### config.mk
export PLATFORM = sky130hd
export DESIGN_NAME = addsub_pipe_flat
export DESIGN_NICKNAME = d
export VERILOG_FILES = /design/src/rtl/addsub_pipe_if.sv /design/src/rtl/addsub_pipe.sv /design/src/flat_wrapper.sv
export SDC_FILE = /design/constraint.sdc
export NUM_CORES = 1
export LEC_CHECK = 0
export BUFFER_PORTS_ARGS = -buffer_cell sky130_fd_sc_hd__buf_2
export CAP_MARGIN = 20
export CORE_MARGIN = 2
export CORE_UTILIZATION = 50
export CTS_BUF_LIST = sky130_fd_sc_hd__clkbuf_16
export DETAILED_ROUTE_END_ITERATION = 10
export GPL_ROUTABILITY_DRIVEN = 0
export HOLD_SLACK_MARGIN = 0.03
export PLACE_DENSITY = 0.71
export REMOVE_ABC_BUFFERS = 1
export SYNTH_ARGS = -nofsm -noshare
export SYNTH_HDL_FRONTEND = slang
export SYNTH_SLANG_ARGS = --single-unit
### constraint.sdc
create_clock -name clk -period 24.1 [get_ports clk]
set_input_delay 4.82 -clock clk [delete_from_list [all_inputs] [get_ports clk]]
set_output_delay 4.82 -clock clk [all_outputs]
set_load 0.02 [all_outputs]
### src/rtl/addsub_pipe_if.sv
// Handshake bundle for addsub_pipe. The slave modport is the arithmetic block.
// The master modport is the operand-select side plus the writeback side.
interface addsub_pipe_if #(
  parameter int unsigned WIDTH = 36
);
  logic             in_valid;
  logic             in_ready;
  logic [WIDTH-1:0] in_a;
  logic [WIDTH-1:0] in_b;
  logic             in_sub;
  logic             in_signed;
  logic             in_sat;
  logic             out_valid;
  logic             out_ready;
  logic [WIDTH-1:0] out_res;
  logic             out_cout;
  logic             out_ovf;
  logic             out_zero;

  modport master (
    output in_valid, in_a, in_b, in_sub, in_signed, in_sat, out_ready,
    input  in_ready, out_valid, out_res, out_cout, out_ovf, out_zero
  );

  modport slave (
    input  in_valid, in_a, in_b, in_sub, in_signed, in_sat, out_ready,
    output in_ready, out_valid, out_res, out_cout, out_ovf, out_zero
  );
endinterface

### src/rtl/addsub_pipe.sv
// Pipelined adder/subtractor. The carry chain is cut into STAGES registered chunks.
// Flags and saturation are resolved in the last stage, ahead of its register.
module addsub_pipe #(
  parameter int unsigned WIDTH  = 36,
  parameter int unsigned STAGES = 2
) (
  input  logic         clk,
  input  logic         rst_n,
  addsub_pipe_if.slave bus
);

  localparam int unsigned CHUNK = (WIDTH + STAGES - 1) / STAGES;

  typedef struct packed {
    logic             v;
    logic             sub;
    logic             sgn;
    logic             sat;
    logic             c;
    logic             ovf;
    logic             zero;
    logic [WIDTH-1:0] a;
    logic [WIDTH-1:0] b;
    logic [WIDTH-1:0] s;
  } stage_t;

  stage_t           pipe_q [STAGES];
  stage_t           pipe_d [STAGES];
  stage_t           src    [STAGES];
  stage_t           last;
  logic             carry;
  logic             ovf;
  logic [WIDTH-1:0] sat_val;
  logic [WIDTH-1:0] res;
  logic             stall;

  assign stall        = pipe_q[STAGES-1].v && !bus.out_ready;
  assign bus.in_ready = !stall;

  // Stage 0 takes the ports, with b pre-inverted and carry-in = sub
  always_comb begin
    src[0]     = '0;
    src[0].v   = bus.in_valid;
    src[0].sub = bus.in_sub;
    src[0].sgn = bus.in_signed;
    src[0].sat = bus.in_sat;
    src[0].c   = bus.in_sub;
    src[0].a   = bus.in_a;
    src[0].b   = bus.in_sub ? ~bus.in_b : bus.in_b;
    for (int unsigned k = 1; k < STAGES; k++) begin
      src[k] = pipe_q[k-1];
    end
  end

  always_comb begin
    carry   = 1'b0;
    ovf     = 1'b0;
    sat_val = '0;
    res     = '0;
    for (int unsigned k = 0; k < STAGES; k++) begin
      pipe_d[k] = src[k];
      carry     = src[k].c;
      // A stage whose chunk lies past WIDTH matches no bit and passes through
      for (int unsigned i = 0; i < WIDTH; i++) begin
        if (i / CHUNK == k) begin
          pipe_d[k].s[i] = src[k].a[i] ^ src[k].b[i] ^ carry;
          carry = (src[k].a[i] & src[k].b[i]) | (carry & (src[k].a[i] ^ src[k].b[i]));
        end
      end
      pipe_d[k].c = carry;
    end

    last = pipe_d[STAGES-1];
    if (last.sgn) begin
      ovf     = (last.a[WIDTH-1] == last.b[WIDTH-1]) && (last.s[WIDTH-1] != last.a[WIDTH-1]);
      sat_val = last.a[WIDTH-1] ? {1'b1, {(WIDTH-1){1'b0}}} : {1'b0, {(WIDTH-1){1'b1}}};
    end else begin
      ovf     = last.sub ? !last.c : last.c;
      sat_val = last.sub ? '0 : '1;
    end
    res = (last.sat && ovf) ? sat_val : last.s;

    pipe_d[STAGES-1].s    = res;
    pipe_d[STAGES-1].ovf  = ovf;
    pipe_d[STAGES-1].zero = (res == '0);
  end

  always_ff @(posedge clk or negedge rst_n) begin
    if (!rst_n) begin
      for (int unsigned k = 0; k < STAGES; k++) begin
        pipe_q[k] <= '0;
      end
    end else if (!stall) begin
      for (int unsigned k = 0; k < STAGES; k++) begin
        pipe_q[k] <= pipe_d[k];
      end
    end
  end

  assign bus.out_valid = pipe_q[STAGES-1].v;
  assign bus.out_res   = pipe_q[STAGES-1].s;
  assign bus.out_cout  = pipe_q[STAGES-1].c;
  assign bus.out_ovf   = pipe_q[STAGES-1].ovf;
  assign bus.out_zero  = pipe_q[STAGES-1].zero;

endmodule

### src/flat_wrapper.sv
// flat-port wrapper written by rule: the top's interface ports become plain ports
module addsub_pipe_flat 
#(
  parameter int unsigned WIDTH  = 36,
  parameter int unsigned STAGES = 2
)
  (clk, rst_n, bus_in_valid, bus_in_a, bus_in_b, bus_in_sub, bus_in_signed, bus_in_sat, bus_out_ready, bus_in_ready, bus_out_valid, bus_out_res, bus_out_cout, bus_out_ovf, bus_out_zero);
  addsub_pipe_if #(.WIDTH(WIDTH)) bus_i ();
  input  logic clk;
  input  logic rst_n;
  input wire logic [$bits(bus_i.in_valid)-1:0] bus_in_valid;
  input wire logic [$bits(bus_i.in_a)-1:0] bus_in_a;
  input wire logic [$bits(bus_i.in_b)-1:0] bus_in_b;
  input wire logic [$bits(bus_i.in_sub)-1:0] bus_in_sub;
  input wire logic [$bits(bus_i.in_signed)-1:0] bus_in_signed;
  input wire logic [$bits(bus_i.in_sat)-1:0] bus_in_sat;
  input wire logic [$bits(bus_i.out_ready)-1:0] bus_out_ready;
  output wire logic [$bits(bus_i.in_ready)-1:0] bus_in_ready;
  output wire logic [$bits(bus_i.out_valid)-1:0] bus_out_valid;
  output wire logic [$bits(bus_i.out_res)-1:0] bus_out_res;
  output wire logic [$bits(bus_i.out_cout)-1:0] bus_out_cout;
  output wire logic [$bits(bus_i.out_ovf)-1:0] bus_out_ovf;
  output wire logic [$bits(bus_i.out_zero)-1:0] bus_out_zero;
  assign bus_i.in_valid = bus_in_valid;
  assign bus_i.in_a = bus_in_a;
  assign bus_i.in_b = bus_in_b;
  assign bus_i.in_sub = bus_in_sub;
  assign bus_i.in_signed = bus_in_signed;
  assign bus_i.in_sat = bus_in_sat;
  assign bus_i.out_ready = bus_out_ready;
  assign bus_in_ready = bus_i.in_ready;
  assign bus_out_valid = bus_i.out_valid;
  assign bus_out_res = bus_i.out_res;
  assign bus_out_cout = bus_i.out_cout;
  assign bus_out_ovf = bus_i.out_ovf;
  assign bus_out_zero = bus_i.out_zero;
  addsub_pipe #(.WIDTH(WIDTH), .STAGES(STAGES)) u_core (.clk(clk), .rst_n(rst_n), .bus(bus_i));
endmodule
==> flow_metrics.tcl <==
set metrics [dict create \
    run_status "complete, no violations" \
    synth-compound-area-share_pct 9.10 \
    hold_viol 0 \
    worst_r2r_endpoint "u_core.bus.out_zero" \
    pwr-share-comb_pct 36.6 \
    core_sq_um 10700 \
    fmax_mhz 82.4 \
    maxSlewViolCount 0 \
    fin_crit_sh_pct 50.4 \
    cp_data_required_time_ns 24.33 \
    finalSetupViolCount 0 \
    regToRegSetupSlack_ns 13.74 \
    r2r-start "u_core.last[54]" \
    ir_drop_v 0.0000450 \
    critPathBufInv 4 \
    synth_cells 557 \
    dpl.hpwl_um 7520 \
    relSlewSlack_pct 31.1 \
    worst-setup-path-type "in -> reg" \
    cp_slowest_stage_delay_ns 0.51 \
    final_util_pct 57.0 \
    synth_mux_area_share_pct 0.208 \
    start_util_pct 50.6 \
    yosys_register_bits 99 \
    num_antenna_cells 0 \
    synth_ff_type "dfrtp_1" \
    cp-start-kind "input pin" \
    rsz0062_at_grt "false" \
    htree_levels 3 \
    syn_area_sq_um 5420 \
    yosysMostFrequentCell "nand2_1" \
    ys_types 36 \
    dieHeight_um 108 \
    tightest_slew_ns 1.03 \
    grt_max_degree 84 \
    path_clk_slew_ns 0.06 \
    min_from "u_core.last[114]" \
    cp.arrival_ns 12.37 \
    p_leak_nw 2.94 \
    antenna_found_initial 0 \
    die_w_um 108 \
    grt_overflow_total 0 \
    ctsResizeCount 0 \
    postSynth.asyncResetShare_pct 100 \
    clock_power_share_pct 22.7 \
    min_path_cells 2 \
    first_pass_iters 4 \
    cell_internal_pwr_mw 0.382 \
    synth_top_family_by_area "simple AND/OR/NAND/NOR gates" \
    r2r_cells 25 \
    synth-edff-count 0 \
    avgViaCountPerCell 4.90 \
    synthXorXnorAreaFrac_pct 6.14 \
    switchingPower_mw 0.230 \
    cap_violations 0 \
    wl_per_cell_um 14.0 \
    remaining_drc_errors 0 \
    yosys_warnings 0 \
    synth_fa_ha_area_share_pct 13.2 \
    hold_path.class "reg -> reg" \
    synth.largest_area_cell "dfrtp_1" \
    finalPower_mw 0.611 \
    cts_tree "done" \
    synth_common_cells "131 x nand2_1, 99 x dfrtp_1, 55 x nor2_1" \
    netlist_top_cells_area "dfrtp_1 46%, fa_1 13%, nand2_1 9.1%, xnor2_1 5.3%, buf_4 5.0%" \
    synth_top_area_share_pct 45.7 \
    fin_crit_ns 12.14 \
    dieArea_sq_um 11700 \
    seq_power_share_pct 40.7 \
    clk_latency_ns 0.34 \
    wl_um 10700 \
    drive_gt1_share_pct 23.3 \
    dpl_cell_area_sq_um 5810 \
    slowest_stage "buf_4" \
    swShare_pct 37.6 \
    clockRootBuffer "clkbuf_16" \
    design_area_sq_um 6100 \
    crit_fanout 37 \
    min_to "u_core.last[114]" \
    tns_ns 0 \
    drtIter0Drc 155 \
    port_buffers 119 \
    clock_path_buffers 2 \
    cts_sinks 99 \
    via_count 3755 \
    antenna_left 0 \
    nets 737 \
    area_growth_pct 12.6 \
    yosysSeqAreaShare_pct 45.7 \
    first_global_vias 3770 \
    crit_family "adder cells" \
    skew_ns 0.00811 \
    post_synth.cell_area_avg_sq_um 9.72 \
    grt_first_pass_wirelength_um 17800 \
    grt_use_total_pct 19.8 \
    fillers 976 \
    crit_path_end_kind "register" \
    holdWs_ns 0.467 \
    num_io_pins 120 \
    critPathMostFrequentCell "fa_1" \
    p_per_area_nw_per_um2 100 \
    cts_buffers 9 \
    row_count 38 \
    cts_setup_buffers 0 \
    synthSimpleGateAreaFrac_pct 15.9 \
    postCtsHoldBufs 0 \
    crit_path_cell_trace "buf_2 > buf_4 > xor2_1 > fa_1 > inv_1 > fa_1 > fa_1 > fa_1 > fa_1 > fa_1 > fa_1 > fa_1 > fa_1 > fa_1 > fa_1 > fa_1 > fa_1 > fa_1 > fa_1 > fa_1 > inv_1 > fa_1 > nand2_1 > nand2_1" \
]
[power by group through the flow]
stage / sequential [mW] / clock [mW] / combinational (mW)
6_report: 0.249 / 0.139 / 0.223
4_1_cts: 0.249 / 0.143 / 0.227
5_1_grt: 0.254 / 0.150 / 0.251
2_1_floorplan: 0.284 / 0 / 0.111
3_5_place_dp: 0.252 / 0 / 0.226
3_3_place_gp: 0.250 / 0 / 0.220
[per-stage QoR]
step           worst slack [ns]  instances
2_1_floorplan             12.14        488
3_3_place_gp              11.74        751
3_5_place_dp              11.54        751
4_1_cts                   11.93        766
5_1_grt                   11.67        766
6_report                  11.96        766
[layer usage]
| metal | GRT usage [%] | vias up | wire length [um] |
|---|---|---|---|
| met4 | 7.97 | 0 | 194 |
| met2 | 32.1 | 98 | 5090 |
| met1 | 26.8 | 1762 | 4950 |
| met5 | 0 | - | 0 |
| met3 | 3.25 | 17 | 501 |
| li1 | - | 1878 | - |
[worst register-to-register path: cells and delay by family (launching register included)]
| family | cells | cell delay [ns] |
|---|---|---|
| AO/OA/AOI/OAI | 3 | 1.26 |
| AND/OR/NAND/NOR | 1 | 0.26 |
| buffers and inverters | 2 | 0.15 |
| XOR/XNOR | 1 | 0.34 |
| flip-flops | 1 | 0.40 |
| adder cells (fa/ha/maj) | 18 | 7.87 |
[cell type report]
| class | instances | area [sq um] | area share [%] |
|---|---|---|---|
| clock buffer | 9 | 225 | 3.69 |
| clock inverter | 6 | 58.8 | 0.964 |
| inverter | 25 | 96.3 | 1.58 |
| multi-input combinational | 364 | 2440 | 40.0 |
| sequential | 99 | 2480 | 40.6 |
| tap | 140 | 175 | 2.87 |
| timing repair buffer | 123 | 628 | 10.3 |
[cell families after synthesis]
family,count (synthesis)
AO/OA/AOI/OAI,82
XOR/XNOR,38
adder cells (fa/ha/maj),36
buffers and inverters,94
flip-flops,99
multiplexers,1
AND/OR/NAND/NOR,207
[worst max-delay path by stage]
stage | startpoint | end | slack, ns | depth (start not counted)
after detailed placement | bus_in_sub | u_core.last[17] | 11.54 | 24
after floorplan | bus_out_ready | bus_in_ready | 12.14 | 2
after CTS | bus_in_sub | u_core.last[17] | 11.93 | 24
final | bus_in_sub | u_core.last[17] | 11.96 | 24
after global routing | bus_in_sub | u_core.last[17] | 11.67 | 24
after global placement | bus_in_sub | u_core.last[17] | 11.74 | 24
[registers in the layout, indices dropped and copies added, names as in the netlist]
| signal | cells |
|---|---|
| u_core.bus.out_ovf | 1 |
| u_core.bus.out_cout | 1 |
| u_core.bus.out_valid | 1 |
| u_core.last | 58 |
| u_core.pipe_q | 1 |
| u_core.bus.out_res | 36 |
| u_core.bus.out_zero | 1 |
[cells in the final DEF, fill, tap and decap left out, drive strengths merged]
master and n:
a21oi 18, a2bb2oi 1, a31oi 35, and3b 2, buf 123, bufinv 1
clkbuf 9, clkinv 3, clkinvlp 1, dfrtp 99, fa 35, ha 1
inv 26, mux2 1, nand2 131, nand2b 4, nand4 2, nor2 55
nor2b 3, nor3 1, nor4 7, o211ai 1, o21a 2, o21ai 22
o22a 1, o31a 1, o31ai 1, or3 1, or4 1, xnor2 33
xor2 5
No activity file was read; power rests on OpenSTA's default activity.
